[src/rtl/mem_request_arbiter.sv]
// Grant FSM sharing one single-ported RAM between instruction fetch and data accesses.
// Optional ARB_STATS_EN adds completion and stall counters (icnt, dcnt, stallcnt).
module mem_request_arbiter #(
  parameter int ADDR_W     = 32,
  parameter int DATA_W     = 32,
  parameter int STARVE_MAX = 4
) (
  input  logic              CLK,
  input  logic              nRST,
  input  logic              iREN,
  input  logic [ADDR_W-1:0] iaddr,
  output logic              iwait,
  output logic [DATA_W-1:0] iload,
  input  logic              dREN,
  input  logic              dWEN,
  input  logic [ADDR_W-1:0] daddr,
  input  logic [DATA_W-1:0] dstore,
  output logic              dwait,
  output logic [DATA_W-1:0] dload,
  output logic              ramREN,
  output logic              ramWEN,
  output logic [ADDR_W-1:0] ramaddr,
  output logic [DATA_W-1:0] ramstore,
  input  logic [DATA_W-1:0] ramload,
  input  logic [1:0]        ramstate
`ifdef ARB_STATS_EN
  ,
  output logic [31:0]       icnt,
  output logic [31:0]       dcnt,
  output logic [31:0]       stallcnt
`endif
);

  localparam int          SC_W       = $clog2(STARVE_MAX + 1);
  localparam logic [1:0]  RAM_ACCESS = 2'd2;
  localparam logic [SC_W-1:0] SC_MAX = SC_W'(STARVE_MAX);

  typedef enum logic [1:0] {IDLE, IGNT, DGNT} state_t;

  state_t          r_state;
  state_t          w_next_state;
  logic [SC_W-1:0] r_starve_cnt;
  logic            w_dreq;
  logic            w_access;
  logic            w_icomp;
  logic            w_dcomp;

  assign w_dreq   = dREN | dWEN;
  assign w_access = (ramstate == RAM_ACCESS);
  // A completion needs the granted requester to still be asking; otherwise it is an abort.
  assign w_icomp  = (r_state == IGNT) & iREN & w_access;
  assign w_dcomp  = (r_state == DGNT) & w_dreq & w_access;

  assign iload = ramload;
  assign dload = ramload;

  always_ff @(posedge CLK or negedge nRST) begin
    if (!nRST) r_state <= IDLE;
    else       r_state <= w_next_state;
  end

  always_comb begin
    w_next_state = r_state;
    ramREN       = 1'b0;
    ramWEN       = 1'b0;
    ramaddr      = '0;
    ramstore     = '0;
    iwait        = ~w_icomp;
    dwait        = ~w_dcomp;
    case (r_state)
      IDLE: begin
        if (w_dreq && iREN)  w_next_state = (r_starve_cnt == SC_MAX) ? IGNT : DGNT;
        else if (w_dreq)     w_next_state = DGNT;
        else if (iREN)       w_next_state = IGNT;
      end
      IGNT: begin
        ramREN  = iREN;
        ramaddr = iaddr;
        if (!iREN || w_icomp) w_next_state = IDLE;
      end
      DGNT: begin
        ramaddr  = daddr;
        ramstore = dstore;
        ramWEN   = dWEN;
        ramREN   = dREN & ~dWEN;
        if (!w_dreq || w_dcomp) w_next_state = IDLE;
      end
      default: w_next_state = IDLE;
    endcase
  end

  // Counts data wins while fetch waits; saturates so fetch is forced at STARVE_MAX.
  always_ff @(posedge CLK or negedge nRST) begin
    if (!nRST)                                  r_starve_cnt <= '0;
    else if (!iREN || w_icomp)                  r_starve_cnt <= '0;
    else if (w_dcomp && r_starve_cnt != SC_MAX) r_starve_cnt <= r_starve_cnt + SC_W'(1);
  end

`ifdef ARB_STATS_EN
  logic [31:0] r_icnt;
  logic [31:0] r_dcnt;
  logic [31:0] r_stallcnt;

  always_ff @(posedge CLK or negedge nRST) begin
    if (!nRST) begin
      r_icnt     <= '0;
      r_dcnt     <= '0;
      r_stallcnt <= '0;
    end else begin
      if (w_icomp) r_icnt <= r_icnt + 32'd1;
      if (w_dcomp) r_dcnt <= r_dcnt + 32'd1;
      if ((iREN | w_dreq) && !(w_icomp | w_dcomp)) r_stallcnt <= r_stallcnt + 32'd1;
    end
  end

  assign icnt     = r_icnt;
  assign dcnt     = r_dcnt;
  assign stallcnt = r_stallcnt;
`endif

endmodule

[config.mk]
export PLATFORM = sky130hd
export DESIGN_NAME = mem_request_arbiter
export DESIGN_NICKNAME = d
export VERILOG_FILES = /design/src/rtl/mem_request_arbiter.sv
export SDC_FILE = /design/constraint.sdc
export NUM_CORES = 1
export LEC_CHECK = 0
export ABC_AREA = 1
export CAP_MARGIN = 10
export CORE_AREA = 2 2 103 105
export CTS_BUF_LIST = sky130_fd_sc_hd__clkbuf_16
export CTS_CLUSTER_DIAMETER = 150
export DETAILED_ROUTE_END_ITERATION = 8
export DIE_AREA = 0 0 105 107
export SLEW_MARGIN = 20
export SYNTH_ARGS = -nofsm -noshare
export SYNTH_HDL_FRONTEND = slang
export SYNTH_SLANG_ARGS = --single-unit
[constraint.sdc]
create_clock -name CLK -period 1.67 [get_ports CLK]
set_clock_uncertainty 0.15 [all_clocks]
set_input_delay 0.2505 -clock CLK [delete_from_list [all_inputs] [get_ports CLK]]
set_output_delay 0.2505 -clock CLK [all_outputs]
set_load 0.01 [all_outputs]
Word-level counts from Yosys, hierarchy flattened
Cells that the tools add are included.
{"block": "totals", "regBits": 5, "input_bits": 135, "out_inout_bits": 132, "word_cells": 42}
{"block": "op_classes", "n_addsub": 1, "eq_ne": 8, "muxes": 13, "bitwise": 9, "n_reduce_logical": 9}
{"cell": "$pmux 32 s2", "count": 1}
{"cell": "$mux 32", "count": 1}
{"cell": "$mux 2", "count": 6}
{"cell": "$mux 3", "count": 2}
{"cell": "$pmux 2 s3", "count": 1}
{"cell": "$and 1x1->1", "count": 5}
{"cell": "$eq 2x2->1 const B", "count": 2}
{"cell": "$ne 2x1->1 const B", "count": 2}
{"cell": "$ne 4x4->1 const B", "count": 1}
{"cell": "$add 3x1->3 const B", "count": 1}
{"cell": "$eq 3x3->1 const B", "count": 1}
{"cell": "$ne 3x3->1 const B", "count": 1}
{"cell": "$not 1->1", "count": 3}
{"cell": "$reduce_and 3->1", "count": 1}
{"cell": "$eq 2x1->1 const B", "count": 1}
{"cell": "$logic_and 1x1->1", "count": 2}
{"cell": "$logic_not 1->1", "count": 2}
{"cell": "$logic_not 2->1", "count": 1}
{"cell": "$logic_or 1x1->1", "count": 2}
{"cell": "$pmux 1 s2", "count": 1}
{"cell": "$reduce_bool 2->1", "count": 1}
{"cell": "$mux 1", "count": 1}
{"cell": "$or 1x1->1", "count": 1}

Logic depth before layout (Yosys ltp)
Gate-level depths: netlist (run 1).
{"block": "logic_depth", "ltp_word": 6, "ltp_mapped": 9, "mapped_depth_nobuf": 8}

Least setup slack after synthesis (run 1)
No wires, ideal clock.
{"block": "synth_path", "kind": "register -> output", "startpoint": "register r_state[0]", "endpoint": "output port ramREN", "arrival_time_ps": 1186, "t_required_ps": 1270, "path_slack_ps": 83, "stages_incl_launch_ff": 6, "n_path_buf": 1, "path_cell_list": "dfrtp_1 -> inv_1 -> ha_1 -> inv_1 -> buf_1 -> a21oi_1"}
{"block": "synth_between", "elab_chain_cells": 2, "word_cells_on_any_way": 3, "classes_between": "eq/ne (2); mux (1)"}
{"element": "start, declared", "line_no": "40", "rtl": "state_t r_state;"}
{"element": "start signal, assigned", "line_no": "59", "rtl": "else r_state <= w_next_state;"}
{"element": "$eq 2x2->1 / $eq 2x1->1 (equally long branches)", "line_no": "70", "rtl": "case (r_state)"}
{"element": "$pmux 1 s2 (*)", "line_no": "70"}
{"element": "end, declared", "line_no": "20", "rtl": "output logic ramREN,"}
Every way passes the cells marked *; elsewhere a longest branch is shown, timed or not.

Worst setup path after layout (run 1)
{"block": "layout_path", "startpoint": "register r_state[1]", "endpoint": "output port ramaddr[10]"}
{"block": "layout_between", "elab_chain_cells": 2, "word_cells_on_any_way": 3, "classes_between": "eq/ne (2); mux (1)"}
{"element": "$eq 2x2->1 / $eq 2x1->1 (equally long branches)", "line_no": "70"}
{"element": "$pmux 32 s2 (*)", "line_no": "70"}
{"element": "end, declared", "line_no": "22", "rtl": "output logic [ADDR_W-1:0] ramaddr,"}
Marked as above.

==> results of run 1 <==
==> worst min path at each step <==
stage | start | to | slack, ps | cells after the start
floorplan | nRST | r_starve_cnt[0] | -200 | 0
finish | nRST | r_starve_cnt[2] | 120 | 1
detailed placement | ramload[7] | dload[7] | 350 | 0
global route | nRST | r_starve_cnt[0] | 140 | 1
CTS | nRST | r_starve_cnt[1] | 120 | 1
global placement | r_state[1] | r_state[1] | 340 | 2
==> critical path, delay by kind of cell (launching register included) <==
kind            cells  cell delay (ps)
compound gates      1              110
fa+ha+maj           1              200
buf+inv             4              570
flops               1              390
simple gates        1               50
==> report_power, final <==
group / total [mW] / internal, mW / leakage [nW] / switching, mW
Sequential: 0.170 / 0.146 / 0.0674 / 0.0238
Clock: 0.392 / 0.310 / 0.0423 / 0.0817
Combinational: 4.97 / 2.58 / 1.94 / 2.38
==> flip-flops by register name, summed over array words and instances (netlist names) <==
register / flops
r_starve_cnt: 3
r_state: 2
==> logic make-up after synthesis <==
group	synth area share (%)
AND/OR/NAND/NOR	31.7
buffers and inverters	45.7
AO/OA/AOI/OAI	10.5
adder cells (fa/ha/maj)	3.86
flip-flops	7.72
XOR/XNOR	0.540
==> stage by stage <==
step | setup WS [ps] | hold WS, ps
final | -274 | 117
after global routing | -373 | 140
after CTS | -273 | 124
after detailed placement | -437 | 351
after global placement | -391 | 342
after floorplan | 83.2 | -195
==> cell type report <==
type	instances	area (um^2)	area share, %
multi-input combinational	171	1290	32.0
timing repair buffer	208	2180	54.3
tap	136	170	4.23
inverter	46	178	4.41
clock buffer	3	75.1	1.87
sequential	5	125	3.11
clock inverter	1	3.75	0.0933
==> per-layer routing <==
layer	global-route usage, %	part of all wire, %	vias to the layer above	routed length (um)
met5	0	0	-	0
met4	2.38	0.90	0	78
met3	4.86	8.8	10	760
met2	24.3	52	119	4530
met1	14.8	38	1065	3260
li1	-	-	1101	-
==> what timing repair did <==
item	in CTS	in global routing
cloned	7	3
endpoints found under the setup margin	71	73
hold buffers	0	0
resized for setup	346	145
pin swaps	9	50
buffers inserted	12	4
==> placed cells by master, fill, tap and decap left out, drive strengths merged <==
master / instances
a21oi: 34
buf: 103
clkbuf: 6
clkdlybuf4s50: 102
clkinv: 1
dfrtp: 5
ha: 5
inv: 46
nand2: 114
nand3: 12
nand4: 1
nor2: 4
xor2: 1
==> reports/results.tsv, run 1 <==
stage	metric	value	unit
clock_tree	clock network latency to the later pin of the worst-skew pair	230	ps
die	vertical die dimension	107	um
sta	Pins Over Slew Limit	0	
power_and_ir_drop	standby leakage power	2.05	nW
yosys	most used flip-flop cell after synthesis	dfrtp_1	
cells_and_area	final core area utilization	39.9	%
yosys	count of unique library cells instantiated by Yosys	16	
die	Core Rows	37	
yosys	average cell area after synthesis	5.41	um^2
setup_path	Data required, critical path	1270	ps
die	die width	105	um
setup_path	CP cell instances	buf_6, ha_4, buf_8, clkbuf_16, nand2_1, a21oi_1, buf_2	
setup_path	worst stage delay on the critical path	390	ps
die	Floorplan Core Area	10100	um^2
setup_path	endpoint of the most critical setup path	ramaddr[10]	
detailed_routing	average detailed-routed wire length per instance	15.1	um
status	run status	complete, but fails checks	
cells_and_area	layout cells sized above 1	54.1	%
cells_and_area	filler-free cell count of the finished design	570	
setup_path	CP Data Arrival Time	1540	ps
clock_tree	TritonCTS clock tree	done	
yosys	number of enable flip-flop cells after synthesis	0	
detailed_routing	post-detailed-route count of antenna-violating nets	0	
yosys	main area contributors after synthesis	buf_4, nand2_1, a21oi_1, inv_1, dfrtp_1	
detailed_routing	count of TritonRoute iterations in the first routing pass	4	
setup_path	depth of the most critical reg-to-reg path	11	
sta	Total Neg Setup Slack	-14960	ps
power_and_ir_drop	power density over cell area	1370	nW/um^2
global_route	global-route wire length before repair	11800	um
clock_tree	CTS H-tree lvls	1	
die	boundary pin count	267	
sta	maximum frequency from static timing analysis	514	MHz
detailed_routing	Iteration-0 DRC Markers	86	
run	MaxCap Viol Count	0	
detailed_routing	Via Count	2295	
setup_path	r2r setup slk	-110	ps
place	buffers added on ports	170	
cells_and_area	diode insertion count for antenna repair	0	
sta	Period Utilization, post-route	116	%
clock_tree	clock-pin slew on the worst setup and hold paths	30	ps
yosys	Yosys Warn Count	0	
yosys	Post-synth top cells	nand2_1, buf_4, inv_1	
place	gp weighted congestion	0.747	
global_route	number of global-route vias before repair	2175	
clock_tree	root buffer cell	clkbuf_16	
cells_and_area	area of all placed cells without fillers	4030	um^2
yosys	proportion of synthesized flip-flops having asynchronous set or reset	100	%
setup_path	kind of start point of the critical path	flop	
sta	number of endpoints failing setup at the final stage	73	
global_route	initial antenna violation count	0	
detailed_routing	number of vias per cell	4.03	
sta	setup slack after layout	-274	ps
place	placed cell area	3080	um^2
yosys	Synth area leader	buf_4	
setup_path	Worst path slowest cell	dfrtp_1	
min_path	class of the worst hold path	in -> async	
clock_tree	total CTS buffers	3	
global_route	grt ovf	0	
global_route	pin count of the biggest net entering global routing	18	
yosys	fraction of synthesized cell area taken by the top area cell type	30.1	%
sta	worst slew pin tran	276	ps
setup_path	Critical Path Fanout Max	4	
power_and_ir_drop	Peak supply drop	0.835	mV
setup_path	Critical Path Start	r_state[1]	
sta	unrepaired setup endpoints after global routing	true	
cells_and_area	nets@finish	575	
setup_path	CP Class	reg -> out	
setup_path	Crit Reg-Reg Startpoint	r_state[1]	
die	area of the die	11200	um^2
sta	tightest slew margin relative to the limit	81.6	%
yosys	synthesized netlist net count	440	
clock_tree	number of buffers between clock root and the deepest sink	2	
detailed_routing	Post-route DRC	0	
power_and_ir_drop	total power after layout	5.53	mW
setup_path	end of the worst register-to-register path	r_state[1]	
sta	final hold violation count	0	
yosys	portion of the post-synthesis area used by sequential elements	7.72	%
cells_and_area	Area Growth Syn to Fin	148	%
status	failing checks	negative setup slack	
cells_and_area	fill count	1058	
yosys	count of state elements after synthesis	5	
place	instance count after placement with tap cells included	540	
global_route	Tot GR Track Use	13.2	%
yosys	leading cell type by number of instances after synthesis	nand2_1	
die	initial core utilization	16.1	%
yosys	Syn Inst Count	300	
place	half-perimeter wire length of the detailed placement result	5760	um
detailed_routing	wirelength, routed	8630	um
setup_path	kind of end point of the critical path	primary output	
yosys	netlist area before placement	1620	um^2
clock_tree	total number of clock tree sinks	5	
sta	shortest clock period the worst path allows after layout	1940	ps
No activity file was read; power rests on OpenSTA's default activity.
==> run 2: changes to the inputs <==
==> constraint.sdc (replaced) <==
create_clock -name CLK -period 1.84 [get_ports CLK]
set_clock_uncertainty 0.15 [all_clocks]
set_input_delay 0.276 -clock CLK [delete_from_list [all_inputs] [get_ports CLK]]
set_output_delay 0.276 -clock CLK [all_outputs]
set_load 0.01 [all_outputs]
==> run 2 against run 1 <==
- the flow still finishes with violations (negative setup slack)
- register-to-register slack improved by 170 ps
- utilization decreased by 0.83 points
- combinational power decreased by 11%
- sequential share of layout area increased by 0.066 points
- design area decreased by 2.1%
- via count decreased by 0.78%
- count of clock-buffer cells in the layout unchanged
- non-clock buffer count decreased by 2
- critical path depth unchanged
- hold slack improved by 18 ps
- critical path type unchanged
- critical endpoint is now ramaddr[7]
- largest power group unchanged
- highest routed layer unchanged
==> reports/results.tsv, run 2 (synthesis results as in run 1) <==
stage	metric	value	unit
detailed_routing	Post-route DRC	0	
setup_path	most prevalent standard cell on the critical path	buf_12	
status	failing checks	negative setup slack	
setup_path	buffering stage count on the worst path with inverters included	4	
setup_path	Critical Path Start	r_state[1]	
power_and_ir_drop	power density over cell area	1250	nW/um^2
die	initial core utilization	16.1	%
detailed_routing	average detailed-routed wire length per instance	14.9	um
global_route	grt ovf	0	
global_route	Tot GR Track Use	13.6	%
sta	tightest slew margin relative to the limit	82.3	%
cells_and_area	most common library cell in the layout ignoring fill and taps	clkdlybuf4s50_1	
cells_and_area	nets@finish	573	
setup_path	Worst path slowest cell	dfrtp_1	
setup_path	Crit Reg-Reg Startpoint	r_state[1]	
detailed_routing	wirelength, routed	8490	um
setup_path	logic depth of the worst path, buffers included	7	
power_and_ir_drop	Peak supply drop	0.670	mV
cells_and_area	layout cells sized above 1	52.1	%
clock_tree	total CTS buffers	3	
setup_path	kind of end point of the critical path	primary output	
sta	setup slack after layout	-131	ps
sta	unrepaired setup endpoints after global routing	true	
sta	final worst hold slack	135	ps
place	gp weighted congestion	0.748	
place	buffers added on ports	170	
run	MaxCap Viol Count	0	
clock_tree	CTS H-tree lvls	1	
sta	worst slew pin tran	265	ps
clock_tree	total number of clock tree sinks	5	
cells_and_area	diode insertion count for antenna repair	0	
sta	Pins Over Slew Limit	0	
setup_path	Data required, critical path	1410	ps
setup_path	CP Data Arrival Time	1540	ps
clock_tree	clock-pin slew on the worst setup and hold paths	30	ps
global_route	number of global-route vias before repair	2286	
sta	maximum frequency from static timing analysis	507	MHz
setup_path	depth of the most critical reg-to-reg path	11	
die	vertical die dimension	107	um
sta	Total Neg Setup Slack	-4200	ps
cells_and_area	commonest cells after routing, fill and taps aside	clkdlybuf4s50_1, nand2_1, nand2_4, buf_6, buf_2	
detailed_routing	post-detailed-route count of antenna-violating nets	0	
sta	Period Utilization, post-route	107	%
setup_path	r2r setup slk	60	ps
detailed_routing	Via Count	2277	
global_route	met1 track utilization from global routing	14.7	%
sta	final hold violation count	0	
place	worst slack after detailed placement	-288	ps
cells_and_area	Area Growth Syn to Fin	143	%
setup_path	CP cell instances	buf_6, ha_4, buf_12, buf_12, nand2_4, a21oi_2, buf_2	
setup_path	endpoint of the most critical setup path	ramaddr[7]	
global_route	Most Crowded Layer GR	met2	
cells_and_area	area of combinational cells with multiple inputs	1250	um^2
sta	number of endpoints failing setup at the final stage	66	
clock_tree	clock network latency to the later pin of the worst-skew pair	230	ps
place	instance count after placement with tap cells included	540	
clock_tree	number of buffers between clock root and the deepest sink	2	
global_route	global-route wire length before repair	12200	um
cells_and_area	max FFs per register	3	
global_route	initial antenna violation count	0	
clock_tree	root buffer cell	clkbuf_16	
cells_and_area	fill count	1078	
die	Core Rows	37	
global_route	pin count of the biggest net entering global routing	18	
clock_tree	TritonCTS clock tree	done	
setup_path	kind of start point of the critical path	flop	
detailed_routing	Iteration-0 DRC Markers	101	
power_and_ir_drop	standby leakage power	2.03	nW
setup_path	Critical Path Fanout Max	6	
global_route	met2 usage in global routing	25.5	%
setup_path	worst stage delay on the critical path	380	ps
cells_and_area	registers with the most flip-flops	r_starve_cnt: 3 flops, r_state: 2 flops	
min_path	class of the worst hold path	in -> async	
setup_path	CP Class	reg -> out	
cells_and_area	register ranked first by flip-flop count	r_starve_cnt	
setup_path	CP top delay family	buffers and inverters	
power_and_ir_drop	total power after layout	4.91	mW
die	Floorplan Core Area	10100	um^2
die	boundary pin count	267	
detailed_routing	count of TritonRoute iterations in the first routing pass	4	
cells_and_area	Sequential Area	125	um^2
setup_path	end of the worst register-to-register path	r_state[1]	
die	area of the die	11200	um^2
detailed_routing	number of vias per cell	4.01	
status	run status	complete, but fails checks	
cells_and_area	filler-free cell count of the finished design	568	
global_route	met3 usage	4.98	%
die	die width	105	um
place	half-perimeter wire length of the detailed placement result	5730	um
sta	shortest clock period the worst path allows after layout	1970	ps
## run 2: power by group
| group | leakage [nW] | internal, mW | switching, mW |
|---|---|---|---|
| logic | 1.92 | 2.28 | 2.12 |
| registers | 0.0674 | 0.132 | 0.0211 |
| clock network | 0.0423 | 0.282 | 0.0763 |
## run 2: layout make-up
type / count / area share, %
clock inverters: 1 / 0.0952
clock buffers: 3 / 1.90
inverters: 46 / 4.44
multi-input cells: 171 / 31.7
flip-flops and latches: 5 / 3.17
repair buffers: 206 / 54.4
well taps: 136 / 4.32
## run 2: timing repair
action,in CTS,in global routing
gates cloned,8,0
endpoints found under the setup margin,68,71
setup buffers,14,2
pin swaps,37,34
hold buffers,0,0
gates resized for setup,382,103
## run 2: metrics by stage
| step | cell area, um^2 | util (%) |
|---|---|---|
| 4_1_cts | 3530 | 35.0 |
| 2_1_floorplan | 1620 | - |
| 5_1_grt | 3940 | 39.1 |
| 3_3_place_gp | 3080 | 30.5 |
| 6_report | 3940 | 39.1 |
| 3_5_place_dp | 3080 | 30.5 |
## run 2: metal layers
layer / share of wire [%] / wire length [um]
met1: 35 / 3000
met2: 54 / 4580
met3: 9.4 / 799
met4: 1.2 / 104
met5: 0 / 0
## run 2: worst min path at each step
| stage | start | end | slack (ps) | cells after the start |
|---|---|---|---|---|
| after floorplan | nRST | r_starve_cnt[0] | -170 | 0 |
| after global routing | nRST | r_starve_cnt[2] | 150 | 1 |
| final | nRST | r_starve_cnt[2] | 130 | 1 |
| after global placement | r_state[1] | r_state[1] | 340 | 2 |
| after CTS | nRST | r_starve_cnt[1] | 140 | 1 |
| after detailed placement | r_state[0] | r_state[0] | 360 | 2 |
